### src/rtl/bf16_pkg.sv
// -----------------------------------------------------------------------------
// bf16_pkg
// Shared definitions for the BF16 result-drain path: operand/result widths,
// the canonical +0.0 encoding and the drain scheduler state encoding.
// -----------------------------------------------------------------------------
package bf16_pkg;

    localparam int SINT_W = 23;
    localparam int BF16_W = 16;

    localparam logic [BF16_W-1:0] BF16_POS_ZERO = 16'h0000;

    typedef enum logic {
        IDLE = 1'b0,
        HOLD = 1'b1
    } state_t;

endpackage : bf16_pkg

### src/rtl/rr_arbiter.sv
// -----------------------------------------------------------------------------
// rr_arbiter
// Purely combinational round-robin search: picks the first requesting lane
// starting at ptr and wrapping around.
// Ports:
//   req    in  NUM_LANES   request vector
//   ptr    in  ID_W        lane that has highest priority this cycle
//   grant  out NUM_LANES   one-hot grant (zero when no request)
//   idx    out ID_W        index of the granted lane (zero when no request)
//   any    out 1           at least one request present
// -----------------------------------------------------------------------------
module rr_arbiter #(
    parameter int NUM_LANES = 4,
    parameter int ID_W      = $clog2(NUM_LANES)
) (
    input  logic [NUM_LANES-1:0] req,
    input  logic [ID_W-1:0]      ptr,
    output logic [NUM_LANES-1:0] grant,
    output logic [ID_W-1:0]      idx,
    output logic                 any
);

    logic found_s;
    int   lane_s;

    // circular priority search from ptr; the first hit wins
    always_comb begin
        grant   = {NUM_LANES{1'b0}};
        idx     = {ID_W{1'b0}};
        found_s = 1'b0;
        lane_s  = 0;
        for (int k = 0; k < NUM_LANES; k++) begin
            lane_s = int'(ptr) + k;
            if (lane_s >= NUM_LANES) begin
                lane_s = lane_s - NUM_LANES;
            end else begin
                lane_s = lane_s;
            end
            if (!found_s && req[lane_s]) begin
                found_s        = 1'b1;
                grant[lane_s]  = 1'b1;
                idx            = ID_W'(lane_s);
            end else begin
                found_s = found_s;
            end
        end
    end

    assign any = |req;

endmodule : rr_arbiter

### src/rtl/bf16_drain_scheduler.sv
// -----------------------------------------------------------------------------
// bf16_drain_scheduler
// Shares one external Sint23ToBF16 converter among NUM_LANES accumulator lanes
// during result drain. Lanes are granted round-robin; the granted operand is
// driven to the converter with cvt_en for one cycle and the (registered)
// converter result is presented the next cycle on a valid/ready output with
// its lane id. The converter maps 0 to 0x0001, which is patched to +0.0 here.
// Ports:
//   clk, rst          clock, asynchronous active-high reset
//   req_valid/data    per-lane operand requests (lane i at [i*IN_W +: IN_W])
//   req_ready         one-hot accept strobe, zero when not issuing
//   cvt_en/in/out     converter enable, operand and registered result
//   out_valid/data/lane/ready  result stream with producing lane id
//   busy              result held or any lane requesting
//   done_count        count of completed output handshakes (wraps)
// -----------------------------------------------------------------------------
module bf16_drain_scheduler
    import bf16_pkg::*;
#(
    parameter int NUM_LANES = 4,
    parameter int IN_W      = SINT_W,
    parameter int ID_W      = $clog2(NUM_LANES)
) (
    input  logic                      clk,
    input  logic                      rst,
    input  logic [NUM_LANES-1:0]      req_valid,
    input  logic [NUM_LANES*IN_W-1:0] req_data,
    output logic [NUM_LANES-1:0]      req_ready,
    output logic                      cvt_en,
    output logic [IN_W-1:0]           cvt_in,
    input  logic [BF16_W-1:0]         cvt_out,
    output logic                      out_valid,
    output logic [BF16_W-1:0]         out_data,
    output logic [ID_W-1:0]           out_lane,
    input  logic                      out_ready,
    output logic                      busy,
    output logic [15:0]               done_count
);

    state_t                 state_r;
    logic                   zero_flag_r;
    logic [ID_W-1:0]        rr_ptr_r;

    logic [NUM_LANES-1:0]   grant_s;
    logic [ID_W-1:0]        gnt_idx_s;
    logic                   any_s;
    logic                   issue_s;
    logic                   handshake_s;
    logic [IN_W-1:0]        sel_data_s;
    logic [ID_W-1:0]        next_ptr_s;

    rr_arbiter #(
        .NUM_LANES (NUM_LANES),
        .ID_W      (ID_W)
    ) u_arb (
        .req   (req_valid),
        .ptr   (rr_ptr_r),
        .grant (grant_s),
        .idx   (gnt_idx_s),
        .any   (any_s)
    );

    assign out_valid   = (state_r == HOLD);
    assign handshake_s = out_valid & out_ready;
    // masked during reset so the accept strobe and busy read zero immediately
    assign issue_s     = ~rst & any_s & ((state_r == IDLE) | out_ready);
    assign sel_data_s  = req_data[gnt_idx_s*IN_W +: IN_W];
    assign next_ptr_s  = (gnt_idx_s == ID_W'(NUM_LANES - 1)) ? {ID_W{1'b0}}
                                                              : gnt_idx_s + ID_W'(1);
    assign busy        = ~rst & (out_valid | (|req_valid));

    // converter sequencing: operand only while issuing so the converter holds otherwise
    always_comb begin
        req_ready = {NUM_LANES{1'b0}};
        cvt_en    = 1'b0;
        cvt_in    = {IN_W{1'b0}};
        if (issue_s) begin
            req_ready = grant_s;
            cvt_en    = 1'b1;
            cvt_in    = sel_data_s;
        end else begin
            req_ready = {NUM_LANES{1'b0}};
            cvt_en    = 1'b0;
            cvt_in    = {IN_W{1'b0}};
        end
    end

    // result mux: converter output with zero patch, forced to zero when not valid
    always_comb begin
        out_data = BF16_POS_ZERO;
        if (out_valid && !zero_flag_r) begin
            out_data = cvt_out;
        end else begin
            out_data = BF16_POS_ZERO;
        end
    end

    // scheduler state, lane tag, zero patch flag, pointer and handshake counter
    always_ff @(posedge clk or posedge rst) begin
        if (rst) begin
            state_r     <= IDLE;
            zero_flag_r <= 1'b0;
            rr_ptr_r    <= {ID_W{1'b0}};
            out_lane    <= {ID_W{1'b0}};
            done_count  <= 16'd0;
        end else begin
            if (handshake_s) begin
                done_count <= done_count + 16'd1;
            end
            if (issue_s) begin
                state_r     <= HOLD;
                out_lane    <= gnt_idx_s;
                zero_flag_r <= (sel_data_s == {IN_W{1'b0}});
                rr_ptr_r    <= next_ptr_s;
            end else if (handshake_s) begin
                state_r <= IDLE;
            end
        end
    end

endmodule : bf16_drain_scheduler
### config.mk
export PLATFORM = sky130hd
export DESIGN_NAME = bf16_drain_scheduler
export DESIGN_NICKNAME = d
export VERILOG_FILES = /design/src/rtl/bf16_pkg.sv /design/src/rtl/rr_arbiter.sv /design/src/rtl/bf16_drain_scheduler.sv
export SDC_FILE = /design/constraint.sdc
export NUM_CORES = 1
export LEC_CHECK = 0
export ABC_AREA = 1
export ABC_CLOCK_PERIOD_IN_PS = 5600
export BUFFER_PORTS_ARGS = -buffer_cell sky130_fd_sc_hd__buf_2
export CAP_MARGIN = 40
export CORE_ASPECT_RATIO = 0.75
export CORE_UTILIZATION = 40
export CTS_CLUSTER_SIZE = 30
export DETAILED_ROUTE_END_ITERATION = 7
export PLACE_DENSITY = 0.78
export SYNTH_ARGS = -nofsm -noshare
export SYNTH_HDL_FRONTEND = slang
export SYNTH_SLANG_ARGS = --single-unit
### constraint.sdc
create_clock -name clk -period 5.6 [get_ports clk]
set_input_delay 0.28 -clock clk [delete_from_list [all_inputs] [get_ports clk]]
set_output_delay 0.28 -clock clk [all_outputs]
set_load 0.01 [all_outputs]
# Word-level counts from Yosys, hierarchy flattened
# Cells that the tools add are included.
# classes
multipliers	1
n_lt_le_gt_ge	12
bitwise	11
eq_ne	1
n_shift	1
n_mux	42
n_addsub	9
n_reduce_logical	15
# ops
cell	n
$ge 32x1->1 const B	4
$lt 32x4->1 const B	4
$mux 32	4
$ge 32x4->1 const B	3
$sub 32x4->32 const B	3
$shiftx 92x8->23	1
$logic_not 23->1	1
$mux 23	1
$mux 4	5
$mux 1	18
$add 16x1->16 const B	1
$mux 16	1
$or 4x4->4	3
$mux 2	5
$bmux 1 s2	4
$demux 1 s2	4
$logic_and 1x1->1	8
$mul 2x5->7 const B	1
$add 2x2->3 const B	2
$and 1x1->1	4
$logic_not 1->1	4
$reduce_or 4->1	1
$sub 2x3->4 const B	1
$add 2x1->3 const B	1
6 further kinds	8
# word_totals
word_cells	97
ff_bits	22
out_inout_bits	64
inputBits	115

# Depth between registers and ports, before layout
# logic_depth
ltp_word	18
depth_mapped	21
depth_no_buf	19

# Hierarchy
# A second synthesis with hierarchy kept.
# unflattened
cells_unflattened	456
hier_area_um2	2812.7
# by_module_without_submodules
module	cells_per_inst	area_each_um2	instances
bf16_drain_scheduler	370	2240.9	1
rr_arbiter	86	571.8	1

# Worst setup path after synthesis
# No wires, ideal clock.
# synth_path
path_kind	register to output
startpoint	register rr_ptr_r[0]
endpoint	output cvt_in[17]
required_time_ps	5320
stages_incl_launch_ff	17
arrival_ps	2238
path_buffers	3
slack_ps	3082
cell_sequence	dfrtp_1 buf_6 inv_6 ha_1 inv_1 nand3_2 nand2_2 inv_2 nor2_4 nand2_1 nand2_4 nand2_2 buf_6 buf_6 nand2_1 nand3_1 a21oi_1
# synth_between
elab_chain_len	18
word_cells_on_any_way	43
# synth_rtl
item	line_no	rtl
start: declaration	bf16_drain_scheduler.sv:42	logic [ID_W-1:0] rr_ptr_r;
start signal: assignment	bf16_drain_scheduler.sv:103	rr_ptr_r <= {ID_W{1'b0}};
start signal: assignment	bf16_drain_scheduler.sv:114	rr_ptr_r <= next_ptr_s;
parallel branches: the longest is 14 deep, another holds $sub 32x4->32	--	
$mux 2 (*)	rr_arbiter.sv:39	if (!found_s && req[lane_s]) begin
$mul 2x5->7 (*)	bf16_drain_scheduler.sv:67	assign sel_data_s = req_data[gnt_idx_s*IN_W +: IN_W];
$shiftx 92x8->23 (*)	bf16_drain_scheduler.sv:67	
$mux 23 (*)	bf16_drain_scheduler.sv:77	if (issue_s) begin
end: declaration	bf16_drain_scheduler.sv:30	output logic [IN_W-1:0] cvt_in,
# Every way passes the cells marked *. The select of a mux whose other input is x is not followed.

# Worst setup path after layout
# Ends and elaborated chain as after synthesis.

==> implementation parameters <==
Parameter                              Value

Timing
  Post-layout minimum cycle time    4.17 ns
  Count of final hold-check violations    0
  Final period utilization    0.745
  Setup Skew    0.00674 ns
  Slew at the pin closest to its max-slew limit    0.849 ns
  Final number of setup-violating endpoints    0
  Maximum frequency from static timing analysis    240 MHz
  Worst relative slew slack    0.432
  Final max-slew violation count    0
  Fin Setup TNS    0 ns
  Unrepaired setup endpoints after global routing    no

Floorplan
  Die outline area    0.00744 mm²
  Count of boundary I/O pins    179
  Number of placement rows    26
  Chip height    74.9 µm
  Placeable core area    0.00683 mm²
  Initial Utilization    0.415
  Die width    99.2 µm

Detailed routing
  Per-cell via count in the routed design    5.00
  Starting DRC count in detailed routing    170
  Number of detailed-routing iterations run before antenna repair    6
  WL final    8.64 mm
  Number of vias in the routed layout    3654
  Antenna-violating nets left    0
  DRC errors left    0
  Routed wire length per instance    11.8 µm

Yosys
  Register area share after synthesis    0.194
  Post-Synthesis Cell Area    0.00284 mm²
  Area contributors post-synth    dfrtp_1 (19%), nand2_1 (15%), inv_1 (13%), nand3_1 (12%), nand3b_1 (9.8%)
  Post-synthesis sequential element count    22
  Top-count cell post-synth    nand2_1
  Yosys synthesis warning count    0
  Top post-synthesis cells by count    nand2_1 (115), inv_1 (96), nand3_1 (67), nand3b_1 (37), nor2_1 (37)
  Cell taking the most area after synthesis    dfrtp_1
  Count of unique library cells instantiated by Yosys    29
  Share of async-settable or async-resettable flops after synthesis    1.00
  Most used flip-flop cell after synthesis    dfrtp_1
  Mapped Nets    607
  Synth Area per Inst    5.82 µm²
  Yosys top cell area share    0.194
  Number of instances in the synthesized netlist    487
  Number of flops mapped to enable cells by yosys    0

Power
  Clock share of power    0.043
  Worst-case vdd ir drop    0.487 mV
  Net switching component of the power    1.36 mW
  Power per Cell Area    585 mW/mm²
  Part of the power in combinational logic    0.848
  Net switching share of the total power    0.611
  Internal power    863 µW
  Sequential power share    0.108
  Lkg Pwr    2.43 nW

Cells and area
  Antenna diodes    0
  Fin util    0.555
  Post-synthesis to final-layout area growth    33.7%
  Total number of nets in the final design    769
  Count of filler cells inserted in the layout    677
  Ratio of cells with drive above 1 in the final layout    0.309

Critical path
  Largest driver fanout on the critical path    49
  Maximum single-stage delay on the critical path    0.90 ns
  Beginning of the worst register-to-register path    rr_ptr_r[0]
  Crit Path Class    register to primary output
  Crit. End Element    primary output
  Worst-case register-to-register setup slack    1.75 ns
  CP cell instances    inv_6 > ha_1 > inv_1 > nand3_2 > nand2_2 > inv_2 > nor2_4 > nand4_4 > nand2_2 > nand2_1 > o21ai_0 > nand2_1 > a21oi_1 > buf_2
  Library cell contributing the largest single delay on the critical path    nand2_2
  Capture point of the worst reg-to-reg path    zero_flag_r
  Worst path required time    5.32 ns
  Worst Setup Start Kind    register
  Depth of the worst register-to-register path    17
  Arrival time of data at the critical path endpoint    3.89 ns

CTS
  Number of CTS-inserted buffers    3
  Root cell of the clock tree    clkbuf_8
  Number of buffers added for setup after CTS    0
  CTS tree    done
  Deepest clock path buffer count    2
  Gates resized, CTS repair    0
  Clock Sinks    22
  Clock insertion delay at the later pin of the skew report    0.26 ns
  CTS H-Tree Depth    1
  Clock slew seen by the registers of the worst setup and hold paths    0.08 ns
  Number of hold buffers added after cts    0

Placed design
  Final estimated routing congestion in global placement    0.883
  Buffers added on ports    178
  Detailed placer's ending HPWL    6.87 mm

Global routing
  Maximum number of pins on one net before global-route repair    50
  Met3 usage in global routing    0.0241
  Overall global routing resource usage    0.210
  Met1 layer usage reported by global route    0.294
  GRT overflow    0
  Initial antenna violation count    0
  GR peak layer    met2
  Vias in the first global route    2960
  M2 GR Usage    0.355
  Global-route wire length before repair    12.9 mm

Status
  Result of the run    completed

Hold path
  Hold WC Path Type    input pin to async pin

Flow run
  Max-cap viol count    0
kinds of logic (layout without fill, tap and decap cells):
group                      after synthesis  in the layout  share of synthesized area
xor gates and xnor gates                15             15                     0.0463
DFF                                     22             22                      0.194
AOI/OAI and AO/OA                       45             45                     0.0829
adders and majority gates                5              5                     0.0221
buffers and inverters                  123            283                      0.177
and+or+nand+nor                        277            277                      0.477
registers in the layout, indices dropped and copies added (netlist names):
signal	count
rr_ptr_r	2
zero_flag_r	1
out_lane	2
out_valid	1
done_count	16
layout make-up:
class                   count  area, µm²  share of cell area
multi-input cells         342       1780               0.470
repair buffers            180        933               0.246
flip-flops and latches     22        551               0.145
inverters                 100        380               0.100
well taps                  84        105              0.0277
clock buffers               3       41.3              0.0109
worst max-delay path, delay by kind of cell, from the launching register on:
kind	cells	cell delay [ns]
adders and majority gates	1	0.38
buffers and inverters	4	0.43
AOI/OAI and AO/OA	2	0.28
and+or+nand+nor	7	1.95
DFF	1	0.57
layout by cell type, fill, tap and decap left out, types with 2 or more instances in the layout:
master / n
inv_1: 96
xor2_1: 10
ha_1: 5
nand4_1: 5
nand2_4: 2
o22ai_1: 4
a21oi_1: 31
nand3b_1: 37
nand2_1: 115
nand2_2: 6
xnor2_1: 5
inv_2: 3
nand3_1: 67
buf_2: 178
dfrtp_1: 22
nor2_1: 37
nor2_4: 2
o21ai_0: 8
clkbuf_8: 3
power groups by stage:
stage / clock, mW / sequential (mW) / combinational [mW]
2_1_floorplan: 0 / 0.243 / 1.49
3_3_place_gp: 0 / 0.241 / 1.83
3_5_place_dp: 0 / 0.243 / 1.86
4_1_cts: 0.100 / 0.240 / 1.87
5_1_grt: 0.107 / 0.247 / 2.12
6_report: 0.0963 / 0.240 / 1.88
per-layer routing:
metal	routed length (µm)	vias up
met1	3860	1633
li1	-	1844
met4	96	0
met3	654	12
met2	4030	165
met5	0	-
worst max-delay path by stage:
stage	from	end	slack, ns
final	rr_ptr_r[0]	cvt_in[17]	1.43
after global routing	rr_ptr_r[0]	cvt_in[17]	1.03
after CTS	rr_ptr_r[0]	cvt_in[17]	1.45
after detailed placement	rr_ptr_r[0]	cvt_in[17]	1.73
after global placement	rr_ptr_r[0]	cvt_in[17]	1.85
after floorplan	rr_ptr_r[0]	cvt_in[17]	3.08
through the flow:
stage	power, mW	std cells	worst slack, ns	hold WS (ns)	cell area [µm²]
after floorplan	1.74	487	3.08	0.269	2840
after global placement	2.07	726	1.85	0.456	3710
after detailed placement	2.11	728	1.73	0.317	3750
after CTS	2.21	731	1.45	0.0319	3790
after global routing	2.47	731	1.03	0.0564	3790
final	2.22	731	1.43	0.0225	3790
(Power assumes the default switching activity.)
